$ cat src/rtl/decode_writeback.sv
// decode_writeback
//   SEQ Y86-64 decode / write-back stage. It sits directly after instruction
//   fetch and does four things:
//   - picks the source and destination register IDs from icode, rA and rB;
//   - reads valA and valB from the 15 x 64-bit register file;
//   - writes valE and valM back on the rising clock edge;
//   - holds the processor status FSM (AOK/HLT/ADR/INS) that gates write-back.
//
//   Optional build macro: DECODE_BYPASS_EN
//     defined   : valA/valB forward the value being written in this cycle.
//     undefined : valA/valB show the array contents from before the edge.
//
//   Ports
//     clk, rst                   clock (rising edge), synchronous active-high reset
//     icode, ifun, rA, rB        instruction fields from fetch
//     instr_valid, imem_error,
//     hlt, dmem_error            fault and status flags
//     cnd                        cmovXX condition from execute
//     wb_en                      commit strobe for this cycle
//     valE, valM                 write-back data (ALU result, memory data)
//     srcA, srcB, dstE, dstM     selected register IDs (4'hF = none)
//     valA, valB                 register read data (0 when src is 4'hF)
//     stat, running              processor status; running is 1 while AOK
module decode_writeback #(
    parameter logic [63:0] RSP_INIT = 64'd200,
    parameter int          NREG     = 15
) (
    input  logic        clk,
    input  logic        rst,
    input  logic [3:0]  icode,
    input  logic [3:0]  ifun,
    input  logic [3:0]  rA,
    input  logic [3:0]  rB,
    input  logic        instr_valid,
    input  logic        imem_error,
    input  logic        hlt,
    input  logic        dmem_error,
    input  logic        cnd,
    input  logic        wb_en,
    input  logic [63:0] valE,
    input  logic [63:0] valM,
    output logic [3:0]  srcA,
    output logic [3:0]  srcB,
    output logic [3:0]  dstE,
    output logic [3:0]  dstM,
    output logic [63:0] valA,
    output logic [63:0] valB,
    output logic [1:0]  stat,
    output logic        running
);

    localparam logic [3:0] RNONE = 4'hF;
    localparam logic [3:0] RSP   = 4'h4;

    typedef enum logic [1:0] {
        S_AOK = 2'd0,
        S_HLT = 2'd1,
        S_ADR = 2'd2,
        S_INS = 2'd3
    } stat_e;

    stat_e       state, state_nxt;
    logic [63:0] regs [NREG];
    logic        wr_en;
    logic [63:0] rd_a, rd_b;

    // The cmov variant is already resolved into cnd by execute, so ifun
    // carries no information this stage needs.
    logic unused_ifun;
    assign unused_ifun = ^ifun;

    // Register ID selection.
    always_comb begin
        srcA = RNONE;
        srcB = RNONE;
        dstE = RNONE;
        dstM = RNONE;
        case (icode)
            4'h2, 4'h4, 4'h6, 4'hA: srcA = rA;
            4'h9, 4'hB:             srcA = RSP;
            default:                srcA = RNONE;
        endcase
        case (icode)
            4'h4, 4'h5, 4'h6:       srcB = rB;
            4'h8, 4'h9, 4'hA, 4'hB: srcB = RSP;
            default:                srcB = RNONE;
        endcase
        case (icode)
            4'h2:                   dstE = cnd ? rB : RNONE;
            4'h3, 4'h6:             dstE = rB;
            4'h8, 4'h9, 4'hA, 4'hB: dstE = RSP;
            default:                dstE = RNONE;
        endcase
        case (icode)
            4'h5, 4'hB:             dstM = rA;
            default:                dstM = RNONE;
        endcase
    end

    // A halting instruction still commits. An address or instruction fault
    // suppresses its own write, and reset aborts whatever is pending.
    assign wr_en = wb_en && (state == S_AOK) && !rst &&
                   !imem_error && instr_valid && !dmem_error;

    // Status FSM
    always_ff @(posedge clk) begin
        if (rst) state <= S_AOK;
        else     state <= state_nxt;
    end

    always_comb begin
        state_nxt = state;
        if (state == S_AOK) begin
            if (imem_error)       state_nxt = S_ADR;
            else if (!instr_valid) state_nxt = S_INS;
            else if (dmem_error)  state_nxt = S_ADR;
            else if (hlt)         state_nxt = S_HLT;
        end
    end

    assign stat    = state;
    assign running = (state == S_AOK);

    // Register file. dstM is written after dstE so that popq %rsp keeps
    // the popped value (valM) rather than the incremented pointer.
    always_ff @(posedge clk) begin
        if (rst) begin
            for (int i = 0; i < NREG; i++)
                regs[i] <= (i == 4) ? RSP_INIT : 64'd0;
        end else if (wr_en) begin
            if (dstE != RNONE) regs[dstE] <= valE;
            if (dstM != RNONE) regs[dstM] <= valM;
        end
    end

    assign rd_a = (srcA == RNONE) ? 64'd0 : regs[srcA];
    assign rd_b = (srcB == RNONE) ? 64'd0 : regs[srcB];

`ifdef DECODE_BYPASS_EN
    // Write-through. dstM is checked first so that it matches the write
    // priority used by the register file.
    always_comb begin
        valA = rd_a;
        valB = rd_b;
        if (wr_en && dstM != RNONE && srcA == dstM)      valA = valM;
        else if (wr_en && dstE != RNONE && srcA == dstE) valA = valE;
        if (wr_en && dstM != RNONE && srcB == dstM)      valB = valM;
        else if (wr_en && dstE != RNONE && srcB == dstE) valB = valE;
    end
`else
    assign valA = rd_a;
    assign valB = rd_b;
`endif

endmodule
$ cat config.mk
export PLATFORM = sky130hd
export DESIGN_NAME = decode_writeback
export DESIGN_NICKNAME = d
export VERILOG_FILES = /design/src/rtl/decode_writeback.sv
export SDC_FILE = /design/constraint.sdc
export NUM_CORES = 2
export LEC_CHECK = 0
export CAP_MARGIN = 10
export CORE_UTILIZATION = 45
export DETAILED_ROUTE_END_ITERATION = 6
export MAX_ROUTING_LAYER = met4
export SLEW_MARGIN = 20
export SYNTH_ARGS = -nofsm -noshare
export SYNTH_HDL_FRONTEND = slang
export SYNTH_SLANG_ARGS = --single-unit
$ cat constraint.sdc
create_clock -name clk -period 10.15 [get_ports clk]
set_clock_uncertainty 0.2 [all_clocks]
set_input_delay 1.5225 -clock clk [delete_from_list [all_inputs] [get_ports clk]]
set_output_delay 1.5225 -clock clk [all_outputs]
set_load 0.005 [all_outputs]
==> After elaboration in Yosys (flattened, before gate mapping) <==
Memories as Yosys holds them, arrays and structs flattened.
Index checks and enable logic that the tools add are counted.
{ "word_totals": {"wordCells": 61, "input_bits": 152, "ff_bits": 2, "ram_bits": 960, "out_inout_bits": 147, "n_memories": 1} }
{ "mem_list": {"columns": ["memory", "words", "width", "read_ports", "rd_clocked_by_memory_dff", "wr", "line_no", "rtl"], "rows": [
  ["regs", 15, 64, 2, 0, 15, "63", "logic [63:0] regs [NREG];"]
]} }
{ "op_classes": {"reduce_logical": 18, "eq_ne": 14, "muxes": 27} }
{ "op_table": {"columns": ["op", "count"], "rows": [
  ["two-way mux 64 bit", 4],
  ["OR reduction 64 bit", 2],
  ["equality test 4 bit (second input constant)", 6],
  ["two-way mux 4 bit", 4],
  ["case mux 4 bit (2 select lines)", 2],
  ["equality test 4 x 3 -> 1 bit (second input constant)", 3],
  ["two-way mux 1 bit", 12],
  ["case mux 4 bit (3 select lines)", 1],
  ["equality test 4 x 2 -> 1 bit (second input constant)", 2],
  ["two-way mux 2 bit", 4],
  ["inequality test 4 bit (second input constant)", 2],
  ["OR reduction 4 bit", 2],
  ["OR reduction 2 bit", 3],
  ["logical AND 1 bit", 5],
  ["inequality test 4 x 1 -> 1 bit (second input constant)", 1],
  ["logical NOT 1 bit", 3],
  ["OR reduction 3 bit", 1],
  ["logical NOT 2 bit", 1],
  ["AND reduction 2 bit", 1]
]} }

==> Longest topological paths before layout <==
{ "logic_depth": {"depth_word": 11, "depth_mapped": 12, "depth_no_buf": 7} }

==> Least setup slack after synthesis <==
OpenSTA, ideal clock, no wires.
{ "synth_path": {"path_kind": "input to output", "startpoint": "input port icode[0]", "endpoint": "output port valA[51]", "path_stages": 11, "path_buffers": 4, "required_time_ns": 8.428, "arrival_time_ns": 3.448, "setup_slack_ns": 4.980, "path_cell_list": "buf_2 > buf_2 > nor2_1 > a21oi_1 > o21ai_2 > inv_2 > buf_2 > buf_1 > mux4_2 > a22oi_1 > o21ai_1"} }
{ "synth_between": {"elab_chain_len": 5, "word_cells_on_any_way": 12, "cone_classes": "eq/ne (7); mux (2); reduce/logical (2); memory (1)"} }
{ "synth_rtl": {"columns": ["element", "line_no", "rtl"], "rows": [
  ["start, declared", "30", "input logic [3:0] icode,"],
  ["equality test 4 bit, or another cell as far along", "78", "case (icode)"],
  ["OR reduction 4 bit or OR reduction 2 bit (tied branches)", "78", null],
  ["case mux 4 bit (2 select lines) *", "78", null],
  ["memory (15 x 64 bit) or equality test 4 bit (tied branches)", null, null],
  ["two-way mux 64 bit *", "136", "assign rd_a = (srcA == RNONE) ? 64'd0 : regs[srcA];"],
  ["end, declared", "46", "output logic [63:0] valA,"]
]} }
Mark *: on every way between the ends. The rest lies on a longest branch, timed or not.

==> Final worst setup path <==
{ "layout_path": {"startpoint": "input port icode[0]", "endpoint": "output port valA[13]"} }
Same word-level chain as after synthesis.

==> metrics <==
clock power share 39.3%; initial antenna violation count 26; Max-cap violations 0; share of cells above drive strength 1 about a tenth; combinational power share about an eighth; post-synth cell types 60; Final Hold Viols 0; drt total wl about 240000 microns; gr usage total a little under two fifths; Cell Int Power about 7600 uW; clock tree buffer depth 3; DRT antenna net count 0; Power Total 10350 uW; Worst Path Class, Setup in2out; switching part of the total 26.95%; CTS Hold Buffers Added 0; Tcrit/Tclk final between 70 and 80%; number of synthesized flops with an enable pin a little over 1000; VDD IR max roughly 0.14 mV; Seq/Total Area, Yosys a little over half; postcts setup bufs 0; asr flop ratio synth 0%; DRT Pass-1 Iters 7; via count about 50000; Setup crit start kind input port; CP peak stage delay about 1100 ps; core area 126100 sq um; DP HPWL ~130000 microns; Leakage Power ~0.022 uW; CTS Buf Count roughly 120; Most used DFF post-synth edfxtp_1; outcome complete, but fails checks; Die Height about 360 microns; sequential power share between 40 and 50%; P per Cell Area roughly 160 nW/um^2; IO Count about 300; GPL Wtd Cong between 0.8 and 0.9; required time worst endpoint between 8000 and 9000 ps; CP max-delay cell clkdlybuf4s50_1; CTS H-Tree Depth 3; Sink Count between 1000 and 1500; Synth Warn # 0; fmax 123.4 MHz; Buf/Inv on CP 4; vias in the first global route 47510; footprint of the multi-input gates between 20000 and 25000 sq um; setup tns final 0 ps; CTS tree yes; initial DRC count a little over 8000; Hold Crit Class reg2reg; crit-path cells clkdlybuf4s50_1, and2_1, a21oi_1, o21ai_2, inv_6, buf_4, nand3_1, a21oi_1, nor3_1, clkdlybuf4s50_1; gr ovfl total 0; Mapped Avg Cell Area 11.22 sq um; cts repair resizes 0; clock latency on the worst-skew pair just over 700 ps; Cell Area, Synth 57430 sq um; # rows 130; PortBufs ~290; # DRC 1; largest net degree at the start of global routing 194; Slew headroom between 20% and 30%; violated checks DRC; Die Wd about 360 microns; RSZ-0062 raised after global routing no; Die Area 129000 sq um; worst slew pin tran 1171 ps; area growth from synthesis to layout 13.03%; Root Buffer clkbuf_16; CP arrival about 6400 ps; Period minus WS final 8106 ps; final net count 5144; via/cell ratio about 7.4; Syn Inst Count roughly 5100; Setup violations, final 0; Net Sw Power between 2000 and 3000 uW; wire length per cell between 30 and 40 microns; Final Max Tran Viols 0; Starting Density 45.56%; crit path max fanout 66; CP Capture Type primary output; Fillers 10814; clock-pin slew on the worst setup and hold paths roughly 60 ps; FF/Latch Area around 31000 sq um; first-pass GRT wire length roughly 340000 microns; Yosys reg bits just over 1000; Worst path top cell family by delay buffers and inverters
[tightest hold or removal path: cells and delay by family, from the launching register on]
| family | cells | cell delay (ps) |
|---|---|---|
| simple gates | 2 | 150 |
| flops | 1 | 330 |
[metrics by stage]
| stage | cell area, sq um | setup slack (ps) | hold WS, ps | instances | utilization [%] |
|---|---|---|---|---|---|
| after detailed placement | 61270 | 2274 | 318.7 | 6524 | 48.60 |
| after global routing | 64910 | 2031 | 358.1 | 6761 | 51.49 |
| after floorplan | 57660 | 4980 | 302.3 | 5179 | - |
| after global placement | 61270 | 2282 | 305.6 | 6524 | 48.60 |
| final | 64910 | 2044 | 319.9 | 6763 | 51.49 |
| after CTS | 64850 | 2246 | 324.0 | 6738 | 51.44 |
[cell usage after synthesis (4+ instances only)]
cell | n | area [sq um]
nor3_1 | 138 | 690.7
a32o_1 | 58 | 580.6
nand4_1 | 70 | 437.9
mux2i_1 | 71 | 710.7
nand2b_1 | 6 | 37.54
a21oi_1 | 13 | 65.06
edfxtp_1 | 1024 | 30750
nor2_1 | 44 | 165.2
a22oi_1 | 58 | 435.4
inv_1 | 11 | 41.29
nand2_1 | 942 | 3536
inv_2 | 4 | 15.01
o311ai_0 | 5 | 43.79
o22ai_1 | 7 | 43.79
o21ai_1 | 60 | 300.3
nand3_1 | 338 | 1692
a32oi_1 | 11 | 96.34
buf_6 | 4 | 45.04
a22o_1 | 957 | 8382
nor2b_1 | 4 | 25.02
or3_1 | 23 | 143.9
a31oi_1 | 69 | 431.7
a221oi_1 | 253 | 2216
mux4_2 | 116 | 2613
clkbuf_1 | 534 | 2004
buf_2 | 151 | 755.7
o21ai_0 | 4 | 20.02
buf_1 | 36 | 135.1
a311o_1 | 58 | 580.6
[sequential cells by signal, summed over array words and instances, names as in the netlist]
| signal | count |
|---|---|
| regs | 1024 |
| stat | 2 |
[cell families after synthesis]
| logic type | share of synthesized area, % |
|---|---|
| flip-flops | 53.62 |
| multiplexers | 5.787 |
| AO/OA/AOI/OAI | 23.35 |
| buffers and inverters | 5.229 |
| other | 0.006530 |
| AND/OR/NAND/NOR | 12.01 |
[per-layer routing]
layer	GRT usage [%]	share of wire [%]
met5	-	0
met4	19.68	5.8
met3	8.645	13
met2	54.91	44
met1	48.11	37
[cell usage in the layout (no fill, tap or decap), types with 23 or more instances in the layout]
cell type        Yosys  routed
nand4_1             70      70
clkinv_2             0      23
edfxtp_1          1024    1024
clkbuf_16            0     117
nand2_1            942     942
a31oi_1             69      69
mux4_2             116     116
a311o_1             58      58
nor3_1             138     132
a221oi_1           253     253
nand3_1            338     337
o21ai_1             60      60
conb_1               1      64
nor2_4               0      27
a22o_1             957     957
buf_4                0     116
mux2i_1             71      71
diode_2              0      25
clkinv_1             0      33
a22oi_1             58      58
a32o_1              58      58
clkdlybuf4s50_1      0     294
[power groups by stage]
stage	clock (uW)	combinational, uW	sequential (uW)
floorplan	0	729	4970
global placement	0	1320	4980
detailed placement	0	1330	4990
CTS	4080	1340	4900
global route	4240	1420	4920
finish	4070	1370	4910
[final timing paths]
check	startpoint	cells past startpoint	endpoint	slack (ps)
min reg2reg	stat[1]	2	stat[1]	320
min	stat[1]	2	stat[1]	320
max	icode[0]	10	valA[13]	2040
max reg2reg	stat[1]	7	regs[8][50]	5160
[final cells by class]
type                       instances  share of cell area, %
clock buffer                     138                  4.632
clock inverter                    76                 0.8828
timing repair buffer             420                  6.184
sequential                      1026                  47.43
inverter                          16                 0.1484
antenna                           25                0.09638
multi-input combinational       3412                  37.44
tap                             1650                  3.180
(Power assumes the default switching activity.)
